==> config.mk <==
export PLATFORM = sky130hd
export DESIGN_NAME = lifo_reader
export DESIGN_NICKNAME = d
export VERILOG_FILES = /design/src/rtl/lifo_pkg.sv /design/src/rtl/lifo_reader_skid.sv /design/src/rtl/lifo_reader.sv
export SDC_FILE = /design/constraint.sdc
export NUM_CORES = 1
export LEC_CHECK = 0
export BUFFER_PORTS_ARGS = -buffer_cell sky130_fd_sc_hd__clkbuf_2
export CORE_UTILIZATION = 30
export DETAILED_ROUTE_END_ITERATION = 10
export HOLD_SLACK_MARGIN = 0.05
export PLACE_DENSITY = 0.55
export SLEW_MARGIN = 20
export SYNTH_ARGS = -nofsm -noshare
export SYNTH_HDL_FRONTEND = slang
export SYNTH_SLANG_ARGS = --single-unit
==> constraint.sdc <==
create_clock -name clk_i -period 2.31 [get_ports clk_i]
set_input_delay 0.1155 -clock clk_i [delete_from_list [all_inputs] [get_ports clk_i]]
set_output_delay 0.1155 -clock clk_i [all_outputs]
set_load 0.02 [all_outputs]
==> src/rtl/lifo_pkg.sv <==
// Shared types for the lifo drain engine: FSM encoding and skid depth.
package lifo_pkg;

  typedef enum logic [1:0] {
    IDLE  = 2'd0,
    DRAIN = 2'd1,
    DONE  = 2'd2
  } state_t;

  localparam int SKID_DEPTH = 2;

endpackage

==> src/rtl/lifo_reader_skid.sv <==
// Two-entry FIFO that absorbs words already popped from the stack while the consumer stalls.
module lifo_reader_skid
  import lifo_pkg::*;
#(
  parameter int WIDTH = 9
) (
  input  logic             clk_i,
  input  logic             srst_i,
  input  logic             push,
  input  logic [WIDTH-1:0] wdata,
  input  logic             pop,
  output logic [1:0]       count,
  output logic [WIDTH-1:0] head
);

  logic [WIDTH-1:0] mem [SKID_DEPTH];
  logic             rd_ptr;
  logic             wr_ptr;

  always_ff @(posedge clk_i) begin
    if (!srst_i) begin
      mem[0] <= '0;
      mem[1] <= '0;
      rd_ptr <= 1'b0;
      wr_ptr <= 1'b0;
      count  <= '0;
    end else begin
      if (push) begin
        mem[wr_ptr] <= wdata;
        wr_ptr      <= ~wr_ptr;
      end
      if (pop) begin
        rd_ptr <= ~rd_ptr;
      end
      count <= count + 2'(push) - 2'(pop);
    end
  end

  assign head = mem[rd_ptr];

endmodule

==> src/rtl/lifo_reader.sv <==
// Drains the lifo stack onto a valid/ready stream, hiding the one-cycle read latency in a skid buffer.
module lifo_reader
  import lifo_pkg::*;
#(
  parameter int DWIDTH = 8,
  parameter int AWIDTH = 3
) (
  input  logic              clk_i,
  input  logic              srst_i,
  input  logic              start_i,
  output logic              busy_o,
  output logic              done_o,
  output logic [AWIDTH:0]   words_o,
  output logic              lifo_rdreq_o,
  input  logic [DWIDTH-1:0] lifo_q_i,
  input  logic              lifo_empty_i,
  input  logic [AWIDTH:0]   lifo_usedw_i,
  output logic [DWIDTH-1:0] data_o,
  output logic              valid_o,
  input  logic              ready_i,
  output logic              last_o
);

  state_t          state;
  logic            inflight;
  logic            inflight_last;
  logic [1:0]      cnt;
  logic [DWIDTH:0] head;
  logic            pop;
  logic [2:0]      occ_if_read;
  logic            drain_end;
  logic [AWIDTH:0] hs_cnt;

  assign pop     = valid_o & ready_i;
  assign valid_o = (cnt != 2'd0);
  assign data_o  = head[DWIDTH-1:0];
  assign last_o  = valid_o & head[DWIDTH];

  // Skid occupancy after the next edge if a read were issued now; must stay within 2.
  assign occ_if_read  = {1'b0, cnt} - {2'b0, pop} + {2'b0, inflight} + 3'd1;
  assign lifo_rdreq_o = (state == DRAIN) && !lifo_empty_i && (occ_if_read <= 3'd2);

  // Finish on the edge that retires the final word so done follows its handshake directly.
  assign drain_end = lifo_empty_i && !inflight && (cnt == {1'b0, pop});

  lifo_reader_skid #(
    .WIDTH(DWIDTH + 1)
  ) u_skid (
    .clk_i (clk_i),
    .srst_i(srst_i),
    .push  (inflight),
    .wdata ({inflight_last, lifo_q_i}),
    .pop   (pop),
    .count (cnt),
    .head  (head)
  );

  always_ff @(posedge clk_i) begin
    if (!srst_i) begin
      state         <= IDLE;
      busy_o        <= 1'b0;
      done_o        <= 1'b0;
      inflight      <= 1'b0;
      inflight_last <= 1'b0;
      hs_cnt        <= '0;
      words_o       <= '0;
    end else begin
      inflight <= lifo_rdreq_o;
      if (lifo_rdreq_o) begin
        inflight_last <= (lifo_usedw_i == (AWIDTH + 1)'(1));
      end
      if (pop) begin
        hs_cnt <= hs_cnt + (AWIDTH + 1)'(1);
      end
      case (state)
        IDLE: begin
          if (start_i) begin
            state  <= DRAIN;
            busy_o <= 1'b1;
            hs_cnt <= '0;
          end
        end
        DRAIN: begin
          if (drain_end) begin
            state   <= DONE;
            busy_o  <= 1'b0;
            done_o  <= 1'b1;
            words_o <= hs_cnt + (AWIDTH + 1)'(pop);
          end
        end
        DONE: begin
          state  <= IDLE;
          done_o <= 1'b0;
        end
        default: begin
          state  <= IDLE;
          busy_o <= 1'b0;
          done_o <= 1'b0;
        end
      endcase
    end
  end

endmodule

## Yosys cells after proc, flatten, opt, wreduce, memory -nomap -nowiden

Memories as Yosys holds them, arrays and structs flattened. A register that Yosys moved wholly into a read port is not among the register bits.
Cells that the tools add are included.

| operators by class | value |
|---|---|
| equal/unequal tests | 6 |
| reduce and logical (&&, ||, !) cells | 13 |
| bitwise logic cells | 6 |
| add/subtract/negate cells | 7 |
| multiplexer cells | 20 |
| order comparisons | 1 |

Operators with widths:

| operator | number |
|---|---|
| 4-bit 2-to-1 mux | 3 |
| 1-bit 2-to-1 mux | 11 |
| 9-bit 2-to-1 mux | 1 |
| 9-bit OR reduction | 1 |
| 2-bit AND reduction | 3 |
| 4-bit by 1-bit adder with 4-bit output | 1 |
| 4-bit by 1-bit adder with 4-bit output (second input constant) | 1 |
| 4-bit by 1-bit equality test with 1-bit output (second input constant) | 1 |
| 1-bit logical AND | 4 |
| 2-bit 2-to-1 mux | 2 |
| 2-bit != test (second input constant) | 2 |
| 1-bit NOT | 4 |
| 2-bit case mux with 2 select lines | 1 |
| 3-bit by 1-bit adder with 3-bit output | 1 |
| 3-bit by 1-bit adder with 3-bit output (second input constant) | 1 |
| 3-bit by 2-bit <= comparator with 1-bit output (second input constant) | 1 |
| 1-bit case mux with 3 select lines | 1 |
| 3-bit AND reduction | 1 |
| 2-bit by 1-bit subtractor with 3-bit output | 1 |
| 2-bit by 1-bit adder with 2-bit output | 1 |
| 1-bit AND | 2 |
| 2-bit by 1-bit equality test with 1-bit output | 1 |
| 2-bit by 1-bit equality test with 1-bit output (second input constant) | 1 |
| 2-bit equality test (second input constant) | 1 |
| 5 further kinds | 6 |

| word-level totals | value |
|---|---|
| input port bits | 17 |
| memories kept | 1 |
| memory bits (writable) | 18 |
| register bits | 18 |
| output and inout port bits | 17 |

Memory list:

| memory | words | bits a word | rd ports | clocked after memory_dff | write ports | line | text |
|---|---|---|---|---|---|---|---|
| u_skid.mem | 2 | 9 | 1 | 1 | 2 | lifo_reader_skid.sv:16 | `logic [WIDTH-1:0] mem [SKID_DEPTH];` |

## Logic depth before layout (Yosys ltp)

| depth | value |
|---|---|
| word-level depth | 7 |
| mapped depth | 8 |

## Modules after synthesis

From an unflattened synthesis, not the netlist that was laid out.

| unflattened totals | value |
|---|---|
| cells, all modules | 158 |
| area, all modules | 1731.7 µm² |

Modules (own cells, without submodules):

| module | area an instance (µm²) | times used | cells each |
|---|---|---|---|
| lifo_reader_skid | 985.9 | 1 | 78 |
| lifo_reader | 745.7 | 1 | 80 |

## Worst setup path after synthesis

Ideal clock, no wire load.

| timing path | value |
|---|---|
| path kind | register to output |
| from | register u_skid.count[1] |
| to | output lifo_rdreq_o |
| cell stages (with the launch flop) | 8 |
| data required time | 2194 ps |
| arrival | 1905 ps |
| slack | 289 ps |
| path buffers | 0 |
| cell sequence | dfxtp_1 -> o21ai_2 -> inv_1 -> fa_1 -> ha_1 -> and3b_1 -> o211ai_1 -> inv_1 |

| on the way | value |
|---|---|
| word-level cells in the longest chain between the ends | 7 |

RTL lines:

| what | line | text |
|---|---|---|
| start, declared | lifo_reader_skid.sv:12 | `output logic [1:0] count,` |
| start signal, assigned | lifo_reader_skid.sv:35 | `count <= count + 2'(push) - 2'(pop);` |
| 2-bit nonzero test | lifo_reader.sv:35 | `assign valid_o = (cnt != 2'd0);` |
| 1-bit AND | lifo_reader.sv:34 | `assign pop = valid_o & ready_i;` |
| net pop | lifo_reader.sv:29 | `logic pop;` |
| 2-bit by 1-bit subtractor with 3-bit output | lifo_reader.sv:40 | `assign occ_if_read = {1'b0, cnt} - {2'b0, pop} + {2'b0, inflight} + 3'd1;` |
| 3-bit by 1-bit adder with 3-bit output (2 in series) | lifo_reader.sv:40 |  |
| 3-bit by 2-bit <= comparator with 1-bit output | lifo_reader.sv:41 | `assign lifo_rdreq_o = (state == DRAIN) && !lifo_empty_i && (occ_if_read <= 3'd2);` |
| 1-bit logical AND | lifo_reader.sv:41 |  |
| end, declared | lifo_reader.sv:14 | `output logic lifo_rdreq_o,` |

The timed path passes the listed nets, and every way through them passes these cells.

## Worst setup path in the final report

| timing path | value |
|---|---|
| from | register u_skid.count[0] |
| to | output lifo_rdreq_o |

The elaborated chain is that of the path after synthesis.

==> impl_summary.md <==
Status
The flow ran to the end, and the final reports show no timing, DRC or antenna violations.

Timing
The sum of negative setup slack is 0 ps. The fraction of the cycle the final worst path needs is 0.943. The number of slew-limit violations in the final report came to 0. Setup repair after global routing left no endpoint under its margin.

The final hold violation count came to 0. Between clock sinks in the finished design, the worst skew comes to 2.84 ps. The worst max-slew margin expressed relative to the limit is 0.655. The highest attainable clock frequency is 0.459 GHz.

The least setup slack across all paths after layout is 131 ps. Setup violations remaining at the end of the flow were counted as 0. The clock period could shrink to 2180 ps.

At the pin with the least slew margin, the transition time is 515 ps.

Worst setup path
STA puts the critical path data arrival time at 2060 ps. The worst setup path is launched from a flip-flop. The worst setup path is of the reg2out kind. The startpoint identified for the worst register-to-register timing path is u_skid.count[0]. The worst setup path is captured at an output pin. The worst setup path startpoint is u_skid.count[0]. Data on the critical path is required at its endpoint by 2190 ps. Of all nets on the critical path, the largest fanout is 3.

Global routing
The maximum number of pins on one net before global-route repair is 14. The number of global-route vias before repair is 1163. The overflow left after global routing is 0.

The number of antenna violations at the first check in global routing is 0. The global-route wire length before repair is 5.24 mm. The overall global routing resource usage is 0.117.

Clock network
The CTS root buffer is clkbuf_8. The total CTS buffers is 5. The clock slew at the register clock pins of the worst setup and hold paths is 70 ps. CTS saw 37 sinks.

Counting along the longest clock path gives a buffer depth of 2. The TritonCTS clock tree is yes. The number of H-tree levels is 2. The clock latency of the later-clocked register in the worst-skew pair is 280 ps.

Final layout
At the end of the flow, the number of nets in the layout was 212. The repair_antennas step left the layout with diodes totalling 0. The share of final-layout standard cells stronger than drive strength 1 is 0.319. For this run, the number of standard cells in the final layout without fillers is 260. The sequential cell area is 922 sq um. The most common cell after layout, fill and taps aside is clkbuf_2. The area added between synthesis and finish is 24.1%. Summing all multi-input logic gate instances after layout gives 737 sq um.

Fill cells in the final layout number 550. In the layout the commonest cells are 33 x clkbuf_2, 19 x and2_1, 18 x dfxtp_1, 18 x edfxtp_1. The final non-filler cell area is 2120 sq um.

Routing
Once detail routing completed, the nets flagged for antenna violations numbered 0. The via total after detailed routing is 1157. For this block, the initial DRC count from the detailed router was 51. The final routed DRC violation total is 0. The sum of routed wire length over all layers is 3.20 mm. The vias per cell is 4.45. The first TritonRoute pass finished after 4 iterations. Dividing the detail-routed wire length by the instance count gives 12.3 um.

Power
Across the VDD grid, the largest voltage drop is 0.000387 V. The leakage power of the design is 0.931 nW. The power density over cell area is 1020 nW/um^2. Summing internal, switching and leakage power gives 2.16 mW.

Synthesis
The post-synthesis cell type with the largest combined area is edfxtp_1. The number of warning messages in the yosys log is 0. The share of synthesized area in the top cell type comes to 0.316. Ranked by total cell area, the synthesized netlist is headed by edfxtp_1 32%, dfxtp_1 22%, and2_1 7.0%.

The total nets after synthesis is 171. The share of the Yosys chip area taken by registers is 0.539. A synthesized cell averages 11.7 sq um.

The number of distinct library cells after synthesis is 36. The cell area that synthesis handed to floorplanning was 1710 sq um. The number of synthesized register bits is 37. The gate count of the mapped netlist is 146.

Hold path
The type of the worst min-delay path is in2reg. The startpoint of the worst hold path is lifo_usedw_i[1].

Job
The max-capacitance violation count is 0.

Floorplanning
The count of standard-cell rows is 27. The die boundary width is 77.5 um. The floorplan core area is 5510 sq um. The initial utilization of the core area, before any placement, comes to 0.310. The floorplan step set the die height to 77.5 um. The area of the die is 6000 sq um. The I/O pin count is 34.

Placed design
After detailed placement, the design holds a cell count of 250. The pre-CTS worst setup slack is 274 ps. Once placement finished, the instance area stood at 1970 sq um.

Detailed placement finished with a half-perimeter wire length of 2.29 mm. During placement, the flow inserted port buffers numbering 33. The weighted congestion at the end of routability-driven global placement is 0.743.
-- cells in the mapped netlist --
master and number:
inv_1 9, nor2_1 9, xnor2_1 3, a211oi_1 2, and3b_1 1, nand2b_1 3
o211ai_1 2, nor3_2 1, mux2_2 8, nor2b_1 1, a21oi_1 6, xor2_1 4
a31oi_1 1, or3_1 1, nand3_1 4, nand2_1 4, and3_1 2, mux2i_1 3
o21ai_2 1, nor3_1 1, nand3b_1 1, o21ai_0 4, nand4bb_1 1, clkbuf_1 1
and2_1 19, and2b_1 1, fa_1 1, o21a_1 1, and4bb_4 1, dfxtp_1 19
a2111oi_4 1, ha_1 7, buf_2 3, nor4b_1 1, edfxtp_1 18, or3b_1 1
-- through the flow --
stage	hold slack, ps	utilization
6_report	101	0.385
5_1_grt	117	0.385
4_1_cts	89.5	0.383
3_5_place_dp	401	0.357
3_3_place_gp	399	0.357
2_1_floorplan	295	-
-- sequential cells by signal, summed over array words and instances, names as in the netlist, named ones only --
signal / cells
busy_o: 1
done_o: 1
hs_cnt: 4
inflight: 1
inflight_last: 1
state: 2
u_skid.count: 2
u_skid.mem: 18
u_skid.rd_ptr: 1
u_skid.wr_ptr: 1
words_o: 4
-- layout make-up --
type | count | share of cell area
clock buffers | 5 | 0.0325
clock inverters | 3 | 0.0307
inverters | 9 | 0.0159
multi-input cells | 96 | 0.348
flip-flops and latches | 37 | 0.435
well taps | 72 | 0.0425
repair buffers | 38 | 0.0956
-- metal layers --
metal | part of all wire | track usage | vias up | wire length [um]
met5 | 0 | 0 | - | 0
met4 | 0.013 | 0.0566 | 0 | 42
met3 | 0.052 | 0.0412 | 5 | 165
met2 | 0.48 | 0.198 | 26 | 1550
met1 | 0.45 | 0.131 | 540 | 1440
li1 | - | - | 586 | -
-- timing repair --
item	4_1_cts	5_1_grt
pin swaps	1	1
gates cloned	0	0
resized for setup	0	2
setup endpoints to repair	1	1
hold buffers	0	0
setup buffers	1	1
-- power breakdown --
part | total [mW] | switching [mW] | internal (mW) | leakage [nW]
clock | 0.651 | 0.222 | 0.429 | 0.0681
sequential | 0.844 | 0.0734 | 0.770 | 0.342
combinational | 0.666 | 0.375 | 0.291 | 0.521
-- critical path, cell delays in order, from the launching register on --
cell and delay [ps]:
dfxtp_1 340, o21ai_2 130, inv_1 100, fa_2 350, ha_1 270, and3b_1 160
o211ai_1 220, inv_1 60, clkbuf_2 150
-- logic make-up after synthesis --
group / count (synthesis) / share of synthesized area
simple gates: 52 / 0.185
flops: 37 / 0.539
compound gates: 18 / 0.0762
buf+inv: 13 / 0.0308
mux: 11 / 0.0703
fa+ha+maj: 8 / 0.0630
xor+xnor: 7 / 0.0359
-- final timing paths --
check	to	slack, ps	cells after the start
worst max register to register	inflight_last	260	9
worst min-delay path	inflight_last	100	4
worst min register to register	words_o[1]	490	2
worst max-delay path	lifo_rdreq_o	130	8
Power figures use the tool's default switching activity.
